===== config.mk =====
export PLATFORM = sky130hd
export DESIGN_NAME = debounce_pulse
export DESIGN_NICKNAME = d
export VERILOG_FILES = /design/src/rtl/debounce_pulse.sv
export SDC_FILE = /design/constraint.sdc
export NUM_CORES = 1
export LEC_CHECK = 0
export ABC_AREA = 1
export CAP_MARGIN = 25
export CORE_MARGIN = 3
export CORE_UTILIZATION = 45
export CTS_CLUSTER_DIAMETER = 50
export DETAILED_ROUTE_END_ITERATION = 16
export DONT_BUFFER_PORTS = 1
export PLACE_DENSITY_LB_ADDON = 0.08
export SYNTH_ARGS = -nofsm -noshare
export SYNTH_HDL_FRONTEND = slang
export SYNTH_SLANG_ARGS = --single-unit

===== constraint.sdc =====
create_clock -name clk -period 3.36 [get_ports clk]
set_clock_uncertainty 0.2 [all_clocks]
set_input_delay 0.504 -clock clk [delete_from_list [all_inputs] [get_ports clk]]
set_output_delay 0.504 -clock clk [all_outputs]
set_load 0.05 [all_outputs]

===== src/rtl/debounce_pulse.sv =====
// debounce_pulse: 2-flop synchronizer plus stability-qualified FSM producing a clean level and change strobes.
// Optional DEBOUNCE_GLITCH_CNT_EN adds a saturating glitch_count output counting aborted qualifications.
module debounce_pulse #(
   parameter int STABLE_CYCLES = 4,
   parameter int CNT_W         = 16,
   parameter bit RESET_LEVEL   = 1'b0
) (
   input  logic       clk,
   input  logic       rst,
   input  logic       din,
`ifdef DEBOUNCE_GLITCH_CNT_EN
   output logic [7:0] glitch_count,
`endif
   output logic       level,
   output logic       rise_pulse,
   output logic       fall_pulse,
   output logic       chg_pulse
);
   typedef enum logic [1:0] {STABLE_LO, CHK_HI, STABLE_HI, CHK_LO} state_t;
   state_t            state_q, state_d;
   logic [CNT_W-1:0]  cnt_q, cnt_d;
   logic              s1_q, s2_q;
   logic              level_q, level_d;
   logic              rise_q, rise_d, fall_q, fall_d, chg_q;
   logic              done;
   assign done = cnt_q == CNT_W'(STABLE_CYCLES);
   always_comb begin
      state_d = state_q;
      cnt_d   = '0;
      level_d = level_q;
      rise_d  = 1'b0;
      fall_d  = 1'b0;
      case (state_q)
         STABLE_LO: if (s2_q) begin
            state_d = CHK_HI;
            cnt_d   = CNT_W'(1);
         end
         CHK_HI: if (!s2_q) state_d = STABLE_LO;
            else if (done) begin
               state_d = STABLE_HI;
               level_d = 1'b1;
               rise_d  = 1'b1;
            end else cnt_d = cnt_q + CNT_W'(1);
         STABLE_HI: if (!s2_q) begin
            state_d = CHK_LO;
            cnt_d   = CNT_W'(1);
         end
         default: if (s2_q) state_d = STABLE_HI;
            else if (done) begin
               state_d = STABLE_LO;
               level_d = 1'b0;
               fall_d  = 1'b1;
            end else cnt_d = cnt_q + CNT_W'(1);
      endcase
   end
   always_ff @(posedge clk) begin
      if (rst) begin
         s1_q    <= RESET_LEVEL;
         s2_q    <= RESET_LEVEL;
         state_q <= RESET_LEVEL ? STABLE_HI : STABLE_LO;
         cnt_q   <= '0;
         level_q <= RESET_LEVEL;
         rise_q  <= 1'b0;
         fall_q  <= 1'b0;
         chg_q   <= 1'b0;
      end else begin
         s1_q    <= din;
         s2_q    <= s1_q;
         state_q <= state_d;
         cnt_q   <= cnt_d;
         level_q <= level_d;
         rise_q  <= rise_d;
         fall_q  <= fall_d;
         chg_q   <= rise_d | fall_d;
      end
   end
`ifdef DEBOUNCE_GLITCH_CNT_EN
   logic [7:0] gcnt_q;
   logic       abort;
   assign abort = (state_q == CHK_HI && !s2_q) || (state_q == CHK_LO && s2_q);
   always_ff @(posedge clk) begin
      if (rst) gcnt_q <= '0;
      else if (abort && gcnt_q != 8'hff) gcnt_q <= gcnt_q + 8'd1;
   end
   assign glitch_count = gcnt_q;
`endif
   assign level      = level_q;
   assign rise_pulse = rise_q;
   assign fall_pulse = fall_q;
   assign chg_pulse  = chg_q;
endmodule


== Yosys cells after proc, flatten, opt, wreduce, memory -nomap -nowiden ==
Cells that the tools add are included.

* Bits of input ports: 3
* Logic and storage cells: 48
* Bits in registers: 24
* Memories: 0
* Output and inout bits: 4
* Bits in read-only memories: 0
* Latch bits: 0
* Bits in writable memories: 0

* $lt $le $gt $ge: 0
* Multiply operators: 0
* Divide/modulo/power cells: 0
* Mux-type cells: 23
* Add/subtract/negate cells: 1
* Bitwise logic cells: 2
* Shift operators: 0
* Reduce and logical (&&, ||, !) cells: 6
* Eq/ne operators: 8

{| class="wikitable"
|+ Operators by type and width
! kind !! number
|-
| $mux W16 || 3
|-
| $pmux W16 S3 || 1
|-
| $add A16 B1 Y16 const B || 1
|-
| $eq A16 B3 Y1 const B || 1
|-
| $mux W2 || 6
|-
| $mux W1 || 11
|-
| $reduce_and A4 Y1 || 2
|-
| $ne A2 B2 Y1 const B || 3
|-
| $pmux W2 S3 || 1
|-
| $reduce_bool A4 Y1 || 1
|-
| $ne A3 B3 Y1 const B || 1
|-
| $reduce_or A3 Y1 || 1
|-
| $eq A2 B1 Y1 const B || 1
|-
| $eq A2 B2 Y1 const B || 1
|-
| $logic_not A2 Y1 || 1
|-
| $ne A2 B1 Y1 const B || 1
|-
| $pmux W1 S2 || 1
|-
| $reduce_or A2 Y1 || 1
|-
| $not A1 Y1 || 1
|-
| $or A1 B1 Y1 || 1
|}

== Logic depth before layout (Yosys ltp) ==
Gate-level depths: netlist (run 1).

* Word-level depth: 5
* Depth in mapped cells: 12

== Least setup slack after synthesis (run 1) ==
OpenSTA, ideal clock, no wires.

* Path kind: flip-flop to flip-flop
* From: reg cnt_q[0]
* To: reg cnt_q[2]
* Path buffers: 1
* Arrival: 1.265 ns
* Stages on the path, launching flop included: 11
* Clock period less this slack: 1.537 ns
* Path slack: 1.823 ns
* Required time: 3.088 ns
* Cells stage by stage: dfxtp_1 -> inv_1 -> ha_1 -> nand2_1 -> inv_1 -> nand2_1 -> nor2_2 -> nand2_4 -> nand3_2 -> buf_4 -> nor3b_2

* Word-level cells in the longest chain between the ends: 4
* Elaborated cells on any way between the ends: 6
* Those cells by class: 1 x add/sub; 1 x eq/ne; 4 x mux

{| class="wikitable"
|+ RTL lines
! what !! line !! text
|-
| start: declaration || 21 || <nowiki>logic [CNT_W-1:0] cnt_q, cnt_d;</nowiki>
|-
| start signal: assignment || 70 || <nowiki>cnt_q <= cnt_d;</nowiki>
|-
| $add A16 B1 Y16 or $eq A16 B3 Y1 (tied branches) || 43, 53, 26 ||
|-
| $mux W16 (*) || 39, 49 ||
|-
| $mux W16 (on tied branches) || 48, 38 ||
|-
| $pmux W16 S3 (*) || 33 || <nowiki>case (state_q)</nowiki>
|}

Mark *: on every way between the ends. The rest lies on a longest branch, timed or not.
A chain may end at the register's enable or synchronous reset.

== Worst setup path after layout (run 1) ==
* From: reg cnt_q[0]
* To: reg cnt_q[9]

The elaborated chain is that of the path after synthesis.

==> results.txt, run 1 <==
The run finished with clean final reports. For the worst flop-to-flop path, the logic depth is 11. The violation count after the first detailed-routing iteration is 53, and the number of diodes is 0.

The fraction of the mapped netlist area in simple logic gates is 0.3903. The logs give 0.2524 for the met2 global-route usage and 2 for the worst-case clock buffer depth. The number of antenna violations at the first check in global routing was 0. After clock tree synthesis, the clock-pin slew on the worst setup and hold paths is 130 ps. The cell depth of the worst min-delay path works out to 1. The final routed wire length divided by cell count came out at 10.94 microns. Derived from the worst setup path, the maximum achievable clock frequency is 530.7 MHz. The total of flip-flops plus latches after synthesis is 24. Across all layers, the routed design uses 1021 vias. The tools report the count of TritonRoute iterations in the first routing pass as 4.

The worst register-to-register path ends at cnt_q[9]$_SDFF_PP0_. For the global routing usage on met3, the log shows 0.03289. For the count of cell types in the netlist, the log shows 26.

The post-layout minimum cycle time was 1884 ps; the first-pass GRT wire length was 4071 microns. The floorplan step defined a core boundary enclosing 2567 sq um. The tools report the max-slew violation total from the final report as 0. The part of the total power dissipated in sequential elements was 0.636; the fraction of the cycle the final worst path needs was 0.5608. After the flow finishes, the layout carries non-filler instances totaling 205. The startpoint type of the worst setup path is a flop. The total of buffers placed on input and output ports was 0; the number of standard cells after synthesis was 173. Max-cap violations in this run came to 0. The reported leakage power was 0.0004779 uW. The post-synthesis adder-cell area fraction is 0.05958. During I/O placement, the number of pins put on the boundary was 7.

Maximum fanout count along the critical path: 12. The logs give 0.6613 for the tightest slew margin relative to the limit and 0 for the post-CTS resize count. The switching power as a share of total power is 0.2110. The setup-violating endpoint count in the final report came out at 0. For this design, the slowest cell found on the critical path is sky130_fd_sc_hd__dfxtp_1. In this run the remaining antenna-violating nets after routing total 0.

The xor and xnor fraction of the mapped netlist area is 0.03476, and the combinational share of power is 0.037. The number of global-route vias before repair was 999; the average footprint of a synthesized cell was 7.283 sq um. The run gives 185 as the final net count. The logs give 14 for the largest net degree at the start of global routing and 18 for the cell row count. The tools report the synthesized net count as 182.

The final wirelength came out at 2243 microns. The cell sitting at the root of the clock tree is a sky130_fd_sc_hd__clkbuf_4. The layout has 262 filler cells. The die is 58.92 microns wide. After global routing, the most crowded layer is met2.

STA puts the critical path data arrival time at 1930 ps. Fraction of final layout cells with drive strength greater than 1: 0.1429. The worst hold path begins at rst. Relative to the synthesized area, the layout overhead comes to 4.965%. Leaving out fill and tap cells, the most frequent cell in the layout is sky130_fd_sc_hd__nor2_1. TritonCTS sink count: 24. Setup total negative slack on the finished layout was measured at 0 ps. The number of warnings printed during yosys synthesis is 0. The signal on the critical path passes through inv_1 -> ha_1 -> nand2_1 -> inv_1 -> nand2_1 -> nor2_2 -> nand2_4 -> nand3_2 -> inv_2 -> o21ai_1 -> a21oi_1.

Cell internal power was estimated by the tool at 359.6 uW. In this run, placement finished with an instance count of 201. For the worst-skew pair, the clock arrives at the later sink with an insertion delay of 310 ps.

The placer's final routability congestion estimate is 0.8288, and the total standard cell area after synthesis is 1260 sq um. The worst-case IR drop observed on VDD is 274.5 uV. From bottom edge to top edge, the die measures 58.92 microns. The top cell types in the final layout, fill and taps aside, are sky130_fd_sc_hd__nor2_1 (32), sky130_fd_sc_hd__nand2_1 (31), sky130_fd_sc_hd__dfxtp_1 (24), sky130_fd_sc_hd__inv_1 (21), sky130_fd_sc_hd__nand3_1 (9). The tools report the number of buffers inserted by hold repair at cts as 0. After synthesis, the largest family of logic cells by area is simple AND/OR/NAND/NOR gates. Dividing total power by cell area gives a power density of 344.6 nW/um^2.

The number of endpoints with negative hold slack in the final report was 0. The type of the tightest min-delay check was in -> reg. On the final layout, the worst hold slack is 43.67 ps. The total global routing track utilization was 0.1501.

The multiplexer share of the synthesized area works out to 0. The startpoint of the worst-slack reg-to-reg timing path is cnt_q[0]$_SDFF_PP0_. After detailed routing, the number of remaining DRC violations is 0. The logs give 1767 microns for the half-perimeter wire length after detailed placement and 96.17 uW for the switching power summed over all nets. At the worst endpoint, the required time is 3410 ps. The met1 track utilization from global routing is 0.1844.

The critical path is of the reg -> reg type. For the starting density of the core, the log shows 0.4907. For flop-to-flop paths, the worst setup slack is 1480 ps.

For this run, the slowest stage of the critical path takes 410 ps. Buffers inserted during clock tree synthesis total 3. The number of H-tree branching levels was 1; the sequential area share after synthesis was 0.3813. The run gives 0.327 as the fraction of power consumed by the clock network. Capturing element type of the critical path: a flop.

The slew of the pin with the lowest slew margin was 507.3 ps. The run gives 0 as the total overflow reported by the global router. The complex-gate fraction of the synthesized area was 0.05660. After layout, the design draws a total of 455.8 uW. Setup repair after global routing left no endpoint under its margin. Dividing the detail-routed via count by the number of cells gives 4.980. The tools report the full die area as 3471 sq um. TritonCTS built the clock tree. The run gives 0 as the number of setup buffers added after CTS.
==> sequential cells by signal, summed over array words and instances (netlist names), named ones only <==
register and cells:
cnt_q 16, chg_pulse 1, fall_pulse 1, level 1, rise_pulse 1, s1_q 1, s2_q 1, state_q 1
==> worst max path at each step <==
stage,from,to,slack (ps),depth (start not counted)
6_report,cnt_q[0]$_SDFF_PP0_,cnt_q[9]$_SDFF_PP0_,1480,11
3_3_place_gp,cnt_q[0]$_SDFF_PP0_,cnt_q[9]$_SDFF_PP0_,1560,11
4_1_cts,cnt_q[0]$_SDFF_PP0_,cnt_q[9]$_SDFF_PP0_,1460,11
2_1_floorplan,cnt_q[0]$_SDFF_PP0_,cnt_q[2]$_SDFF_PP0_,1820,10
3_5_place_dp,cnt_q[0]$_SDFF_PP0_,cnt_q[9]$_SDFF_PP0_,1500,11
5_1_grt,cnt_q[0]$_SDFF_PP0_,cnt_q[9]$_SDFF_PP0_,1230,11
==> final cells by class <==
cell class              instances  area (sq um)  share of cell area
flip-flops and latches         24         480.5              0.3633
clock buffers                   4         36.28             0.02744
well taps                      30         37.54             0.02838
inverters                      23         86.33             0.06528
multi-input cells             124         681.9              0.5156
==> kinds of logic after synthesis <==
group	after synthesis
XOR/XNOR	5
buffers and inverters	25
AO/OA/AOI/OAI	14
AND/OR/NAND/NOR	99
adder cells (fa/ha/maj)	6
flip-flops	24
==> synth_stat cells <==
library cell | count | share of area
sky130_fd_sc_hd__nor3_1 | 5 | 0.020
sky130_fd_sc_hd__nand3_2 | 2 | 0.016
sky130_fd_sc_hd__nand2_2 | 3 | 0.015
sky130_fd_sc_hd__o21ai_1 | 2 | 0.0079
sky130_fd_sc_hd__nand3_1 | 9 | 0.036
sky130_fd_sc_hd__nor2_1 | 32 | 0.095
sky130_fd_sc_hd__xor2_1 | 4 | 0.028
sky130_fd_sc_hd__o21ai_0 | 4 | 0.016
sky130_fd_sc_hd__or2_1 | 1 | 0.0050
sky130_fd_sc_hd__ha_1 | 6 | 0.060
sky130_fd_sc_hd__dfxtp_1 | 24 | 0.38
sky130_fd_sc_hd__or2_2 | 2 | 0.0099
sky130_fd_sc_hd__nor2_2 | 3 | 0.015
sky130_fd_sc_hd__inv_2 | 2 | 0.0060
sky130_fd_sc_hd__nor3b_2 | 1 | 0.0099
sky130_fd_sc_hd__nand2_4 | 1 | 0.0089
sky130_fd_sc_hd__a21oi_1 | 7 | 0.028
sky130_fd_sc_hd__nand2_1 | 31 | 0.092
sky130_fd_sc_hd__nand4_1 | 2 | 0.0099
sky130_fd_sc_hd__a31oi_1 | 1 | 0.0050
sky130_fd_sc_hd__nor2_4 | 2 | 0.018
sky130_fd_sc_hd__buf_4 | 1 | 0.0060
sky130_fd_sc_hd__xnor2_1 | 1 | 0.0070
sky130_fd_sc_hd__clkbuf_1 | 1 | 0.0030
sky130_fd_sc_hd__nor3_2 | 5 | 0.040
sky130_fd_sc_hd__inv_1 | 21 | 0.063
==> power by group through the flow <==
stage / clock network [uW] / logic (uW) / registers, uW
after floorplan: 0 / 15.5 / 296
after global placement: 0 / 16.4 / 296
after detailed placement: 0 / 16.7 / 296
after CTS: 153 / 16.8 / 290
after global routing: 164 / 19.5 / 291
final: 149 / 16.9 / 290
==> per-layer routing <==
metal | part of all wire | up-vias
met4 | 0.016 | 0
li1 | - | 544
met2 | 0.47 | 16
met3 | 0.033 | 4
met5 | 0 | -
met1 | 0.48 | 457
==> through the flow <==
step	setup WS, ps	util	area, sq um
detailed placement	1498	0.5010	1286
global route	1231	0.5151	1323
finish	1476	0.5151	1323
global placement	1557	0.5010	1286
floorplan	1823	-	1260
CTS	1459	0.5151	1323
==> critical path: cells and delay by family, from the launching register on <==
family | cells | cell delay [ps]
DFF | 1 | 410
AOI/OAI and AO/OA | 2 | 190
and+or+nand+nor | 5 | 540
buffers and inverters | 3 | 300
adders and majority gates | 1 | 200
Note: power is estimated with default switching activity, not from simulation.
==> run 2: changes to the inputs <==
==> constraint.sdc (replaced) <==
create_clock -name clk -period 1.9 [get_ports clk]
set_clock_uncertainty 0.2 [all_clocks]
set_input_delay 0.285 -clock clk [delete_from_list [all_inputs] [get_ports clk]]
set_output_delay 0.285 -clock clk [all_outputs]
set_load 0.05 [all_outputs]
==> run 2 against run 1 <==
Compared with the run above:
- register-to-register slack lost 1300 ps
- first-iteration DRC count down 38%
- setup slack worse by 1300 ps
- routed wire length grew 9.9%
- fmax rose by 9.7%
- global-route usage increased by 1.4 points
- final cell count grew 1.5%
- non-clock buffer count grew 4
- critical path depth shrank 1
- sequential power up 77%
- total power up 70%
- utilization is 0.88 points higher
- critical endpoint is now cnt_q[2]$_SDFF_PP0_
- highest routed layer unchanged
==> results.txt, run 2 (synthesis gave the netlist of run 1 again) <==
The first routing iteration left 33 violations. The run gives 3 as the CTS buffer count. The finished cells cover 1345 sq um. Once detail routing completed, the nets flagged for antenna violations numbered 0.

Design internal power: 596.9 uW. The slew of the pin with the lowest slew margin was 508.7 ps; the total global routing track utilization was 0.1639. In the layout the commonest cells are sky130_fd_sc_hd__nor2_1 (32), sky130_fd_sc_hd__nand2_1 (31), sky130_fd_sc_hd__dfxtp_1 (23), sky130_fd_sc_hd__inv_1 (21), sky130_fd_sc_hd__nand3_1 (9). TritonCTS built the clock tree. Placer's final routability congestion estimate: 0.7880. Across all hold checks on the routed design, the worst slack comes to 212.6 ps.

The final-layout setup total negative slack is 0 ps. For the cell row count, the log shows 18. Most common cell after layout, fill and taps aside: sky130_fd_sc_hd__nor2_1.

The TritonCTS sink count is 24, and the total cell area at the placement stage is 1301 sq um. The tools report the largest net degree at the start of global routing as 13. Setup violations remaining at the end of the flow were counted as 0. Maximum fanout count along the critical path: 7. The worst hold path terminates at s2_q$_SDFF_PP0_. Root buffer selected by CTS: sky130_fd_sc_hd__clkbuf_4. Setup slack on the critical path of the routed design comes to 182.1 ps. The number of max-capacitance violations reported is 0, and the final wirelength is 2466 microns. The synthesis-to-finish area growth is 6.753%. The max-slew violation total from the final report is 0, and the clock-pin slew of the registers on the worst-case setup and hold paths is 130 ps. Data on the critical path arrives at its endpoint at 1770 ps.

The routed layout has 1057 vias. After detailed routing, the number of remaining DRC violations is 0. The cell depth of the worst min-delay path came out at 2. IR analysis of the VDD net gives a maximum drop of 422.2 uV. For the number of antenna violations at the first check in global routing, the log shows 0. The register with the most flip-flops is cnt_q. Width of the die: 58.92 microns.

The vias per cell is 5.082. Number of H-tree branching levels: 1. Number of endpoints with negative hold slack in the final report: 0.

The part of the total power dissipated in sequential elements came out at 0.661. The number of setup buffers added after CTS is 0, and the final routed wire length divided by cell count is 11.86 microns. Counting cells, the worst reg-to-reg path comes to 10.

The tightest slew margin relative to the limit is 0.6604. The post-layout minimum cycle time works out to 1718 ps. The path class of the tightest hold or removal check is reg -> reg. STA puts the critical path data required time at 1950 ps. The floorplan core area was 2567 sq um; the total of buffers placed on input and output ports was 0. The flow ran to the end, and the final reports show no timing, DRC or antenna violations.

The repair_antennas step left the layout with diodes totalling 0. Dividing total power by cell area gives a power density of 577.0 nW/um^2. The number of top-level pins came out at 7.

Setup repair after global routing left no endpoint under its margin. For this run, the post-layout net count is 189. The fraction of final layout cells with drive strength greater than 1 was 0.1517. The half-perimeter wire length after detailed placement is 1937 microns, and the fraction of power consumed by the clock network is 0.292.

The worst hold path startpoint is s1_q$_SDFF_PP0_. The worst-case clock buffer depth came out at 2. First-pass GRT wire length: 4402 microns. The first detailed-routing pass took 4 iterations. The combinational share of power was 0.047; the highest achievable clock rate was 582.1 MHz. For this design the static power due to leakage is 0.0004878 uW.

The register with the most flip-flops in the layout has 16 of them. Prior to clock tree synthesis, the placed netlist has a worst setup slack of 164.4 ps. The insertion delay to the later sink of the worst-skew pair is 320 ps. For the starting density of the core, the log shows 0.4907. The startpoint identified for the worst register-to-register timing path is cnt_q[0]$_SDFF_PP0_. The logs give 179.3 uW for the switching power summed over all nets and 0 for the total overflow reported by the global router. The fraction of the cycle the final worst path needs was 0.9041. The worst register-to-register path ends at cnt_q[2]$_SDFF_PP0_.

The tools report the number of global-route vias before repair as 1062. The worst setup path is of the reg -> reg kind. STA classifies the critical path startpoint as a flop. The tools report the full die area as 3471 sq um. The worst register-to-register path has a setup slack of 180 ps. The switching power as a share of total power works out to 0.2310. In this run the vertical extent of the chip is 58.92 microns. The worst setup path is captured at a flop.
run 2: cell types whose count changed in the layout (fill, tap and decap cells not counted), sizes merged:
cell | previous run | this run
dlygate4sd3 | 0 | 2
clkbuf | 4 | 3
buf | 0 | 2
run 2: stage by stage:
stage	total power, uW	instances	utilization
5_1_grt	811.2	208	0.5239
2_1_floorplan	550.1	173	-
3_3_place_gp	553.0	203	0.5068
6_report	776.1	208	0.5239
3_5_place_dp	554.6	203	0.5068
4_1_cts	782.6	208	0.5234
run 2: worst max path at each step:
stage	from	to	cells past startpoint
global route	cnt_q[1]$_SDFF_PP0_	cnt_q[2]$_SDFF_PP0_	10
global placement	cnt_q[0]$_SDFF_PP0_	cnt_q[2]$_SDFF_PP0_	10
floorplan	cnt_q[0]$_SDFF_PP0_	cnt_q[2]$_SDFF_PP0_	10
CTS	cnt_q[0]$_SDFF_PP0_	cnt_q[2]$_SDFF_PP0_	10
detailed placement	cnt_q[0]$_SDFF_PP0_	cnt_q[2]$_SDFF_PP0_	10
finish	cnt_q[0]$_SDFF_PP0_	cnt_q[2]$_SDFF_PP0_	10
run 2: power by group through the flow:
stage	Clock, uW	Combinational (uW)	Sequential [uW]
after global routing	255	42.4	514
after global placement	0	29.4	524
after CTS	233	36.9	513
final	227	36.6	513
after detailed placement	0	30.9	524
after floorplan	0	27.4	523
run 2: per-layer routing:
layer / part of all wire / GRT usage
met5: 0 / 0
met3: 0.030 / 0.03509
met2: 0.48 / 0.2776
met4: 0.020 / 0.09061
met1: 0.47 / 0.1903
run 2: timing repair:
action                                  CTS  global route
hold buffers                              2             0
gates resized for setup                   0             1
endpoints found under the setup margin    0             1
endpoints found under the hold margin     8             0
run 2: critical path, stage by stage (launching register included):
cell and delay (ps):
sky130_fd_sc_hd__dfxtp_2 380, sky130_fd_sc_hd__inv_1 60, sky130_fd_sc_hd__ha_1 190, sky130_fd_sc_hd__nand2_1 60
sky130_fd_sc_hd__inv_1 30, sky130_fd_sc_hd__nand2_1 70, sky130_fd_sc_hd__nor2_2 50, sky130_fd_sc_hd__nand2_4 100
sky130_fd_sc_hd__nand3_2 110, sky130_fd_sc_hd__buf_4 190, sky130_fd_sc_hd__nor3b_2 190
run 2: final cells by class:
cell class | count | area, sq um
Fill cell | 267 | 1222
Timing Repair Buffer | 4 | 35.03
Multi-Input combinational cell | 124 | 681.9
Inverter | 23 | 86.33
Sequential cell | 24 | 481.7
Clock buffer | 3 | 22.52
Tap cell | 30 | 37.54
==> run 3: changes to the inputs <==
--- a/config.mk
+++ b/config.mk
@@ -9,10 +9,12 @@
 export CAP_MARGIN = 25
 export CORE_MARGIN = 3
 export CORE_UTILIZATION = 45
-export CTS_CLUSTER_DIAMETER = 50
+export CTS_CLUSTER_DIAMETER = 30
+export CTS_CLUSTER_SIZE = 24
 export DETAILED_ROUTE_END_ITERATION = 16
 export DONT_BUFFER_PORTS = 1
 export PLACE_DENSITY_LB_ADDON = 0.08
+export SETUP_SLACK_MARGIN = 0.4
 export SYNTH_ARGS = -nofsm -noshare
 export SYNTH_HDL_FRONTEND = slang
 export SYNTH_SLANG_ARGS = --single-unit
==> run 3 against run 2 <==
Compared with the run above:
- clock power is 64% higher
- die area stayed put
- first-iteration DRC count is 58% higher
- total power is 21% higher
- count of clock-buffer cells in the layout stayed put
- via count is 0.85% higher
- global-route usage is 0.94 points higher
- sequential cell count stayed put
- non-clock buffer count is 6 higher
- highest routed layer unchanged
==> results.txt, run 3 (synthesis gave the netlist of run 1 again) <==
The flow ran to the end, and the final reports show no timing, DRC or antenna violations. Fraction of the cycle the final worst path needs: 0.8358. The floorplan step defined a die boundary enclosing 3471 sq um.

The overall power of the completed layout was 937.1 uW; the synthesis-to-finish area growth was 24.43%. The tools report the first-pass GRT wire length as 4636 microns. Global routing finished with a remaining overflow of 0. The fraction of final layout cells with drive strength greater than 1 came out at 0.3405.

Routability-driven placement finished with a final weighted congestion of 0.7967. Capturing element type of the critical path: a flop. The number of global-route vias before repair was 1106; the setup-violating endpoint count in the final report was 0. The tools report the number of endpoints with negative hold slack in the final report as 0.

The final wirelength is 2615 microns, and the data arrival time at the worst-slack endpoint is 1650 ps. During I/O placement, the number of pins put on the boundary was 7. The number of antenna violations at the first check in global routing is 0.

During placement, the flow inserted port buffers numbering 0. Final routed wire length divided by cell count: 12.16 microns. Setup repair after global routing could not meet its margin everywhere. In the layout the commonest cells are sky130_fd_sc_hd__nor2_1 (28), sky130_fd_sc_hd__nand2_1 (22), sky130_fd_sc_hd__inv_1 (18), sky130_fd_sc_hd__dfxtp_1 (18), sky130_fd_sc_hd__nand2_2 (9). In this run, CTS created clock tree buffers numbering 3. The maximum fanout count along the critical path came out at 7.

For this run, the top clock speed supported by timing is 629.7 MHz. The total power divided by cell area was 597.7 nW/um^2. Design internal power: 741.9 uW. TritonCTS built the clock tree. Starting density of the core: 0.4907. The run gives 0 ps as the final-layout setup total negative slack.

The cell sitting at the root of the clock tree is a sky130_fd_sc_hd__clkbuf_4. The post-route worst hold slack was 218.2 ps. The worst setup path is of the reg -> reg kind.

Clock latency on the worst-skew pair, taken at its later pin, is 320 ps. Tightest slew margin relative to the limit: 0.6790. The run gives 0.1733 as the total global routing track utilization.

Row generation in the floorplan step produced 18 rows. The run gives 2 as the worst-case clock buffer depth. The vertical die dimension is 58.92 microns, and the violation count after the first detailed-routing iteration is 52. The slew of the pin with the lowest slew margin was 480.8 ps; the post-layout minimum cycle time was 1588 ps.

In this run the power spent charging and discharging nets is 195.2 uW. The setup slack of the worst register-to-register path was 310 ps. Entering global routing, the biggest net connects 15 pins. For the combinational share of power, the log shows 0.055. Max-slew violation total from the final report: 0.

The min-delay analysis places its worst path in the category reg -> reg. Leaving out fill and tap cells, the most frequent cell in the layout is sky130_fd_sc_hd__nor2_1. Counting flops per register, the top entry is cnt_q.

The logs give 0.547 for the part of the total power dissipated in sequential elements and 1970 ps for the required time of the worst setup path. The tools report the startpoint type of the worst setup path as a flop. The post-route antenna net violation count was 0; the number of flip-flops under the largest register name was 16. For the number of max-capacitance violations reported, the log shows 0.

The die is 58.92 microns wide. The DRC violation count after routing was 0. The number of H-tree branching levels is 1. The switching power as a share of total power was 0.2083. The floorplan core area was 2567 sq um. The utilization after layout came out at 0.6106. The routed layout has 1066 vias. For this design, the sink count on the clock tree is 24. 0 antenna diodes ended up in the layout. The vias per cell is 4.958. VDD sags by at most 464.0 uV. The net count of the finished layout is 195. Reported leakage power: 0.0005851 uW. After legalization and detailed placement, the total HPWL measured 1864 microns. Clock-pin slew of the registers on the worst-case setup and hold paths: 130 ps. The fraction of power consumed by the clock network is 0.398, and the count of TritonRoute iterations in the first routing pass is 4.
-- run 3: changes by cell type in the layout (fill, tap and decap cells not counted), sizes merged --
cell / delta
bufinv: +1
buf: +6
-- run 3: critical path: stages, from the launching register on --
cell                      delay (ps)
sky130_fd_sc_hd__dfxtp_4         410
sky130_fd_sc_hd__inv_4            50
sky130_fd_sc_hd__ha_4            150
sky130_fd_sc_hd__nand2_2          60
sky130_fd_sc_hd__inv_2            30
sky130_fd_sc_hd__nand2_2          40
sky130_fd_sc_hd__nor2_2           40
sky130_fd_sc_hd__nand2_4         120
sky130_fd_sc_hd__nand3_4         150
sky130_fd_sc_hd__inv_4           120
sky130_fd_sc_hd__o21ai_1          70
sky130_fd_sc_hd__a21oi_1         100
-- run 3: path summary, 6_finish.rpt --
check,depth (start not counted),end,startpoint
setup / recovery,11,cnt_q[9]$_SDFF_PP0_,cnt_q[0]$_SDFF_PP0_
hold / removal,2,s2_q$_SDFF_PP0_,s1_q$_SDFF_PP0_
setup reg to reg,11,cnt_q[9]$_SDFF_PP0_,cnt_q[0]$_SDFF_PP0_
hold reg to reg,2,s2_q$_SDFF_PP0_,s1_q$_SDFF_PP0_
-- run 3: layout make-up --
cell class	instances	area (sq um)
fill	238	999.7
multi-input combinational	124	802.0
sequential	24	493.0
timing repair buffer	10	91.34
inverter	23	91.34
tap	30	37.54
clock inverter	1	30.03
clock buffer	3	22.52
-- run 3: power groups by stage --
stage	clock, uW	sequential, uW	combinational, uW
2_1_floorplan	0	523	27.4
3_3_place_gp	0	524	29.4
3_5_place_dp	0	524	29.9
4_1_cts	379	512	48.2
5_1_grt	399	514	58.0
6_report	373	513	51.5
-- run 3: per-layer routing --
| layer | part of all wire | up-vias | routed length, microns | global-route usage |
|---|---|---|---|---|
| met5 | 0 | - | 0 | 0 |
| met2 | 0.52 | 8 | 1360 | 0.3123 |
| met4 | 0.0088 | 0 | 23 | 0.06796 |
| met1 | 0.45 | 487 | 1180 | 0.2075 |
| met3 | 0.020 | 4 | 51 | 0.01974 |
| li1 | - | 567 | - | - |
-- run 3: stage by stage --
step	std cells	worst slack (ps)	area, sq um
after floorplan	173	402.7	1261
after global placement	202	204.2	1295
after global routing	215	209.2	1568
after CTS	215	280.5	1535
final	215	312.0	1568
after detailed placement	202	189.9	1295
-- run 3: timing repair --
item / in CTS / in global routing
pin swaps: 14 / 6
buffers inserted: 7 / 0
endpoints found under the setup margin: 20 / 23
hold buffers: 2 / 0
hold endpoints to repair: 8 / 0
gates resized for setup: 33 / 11
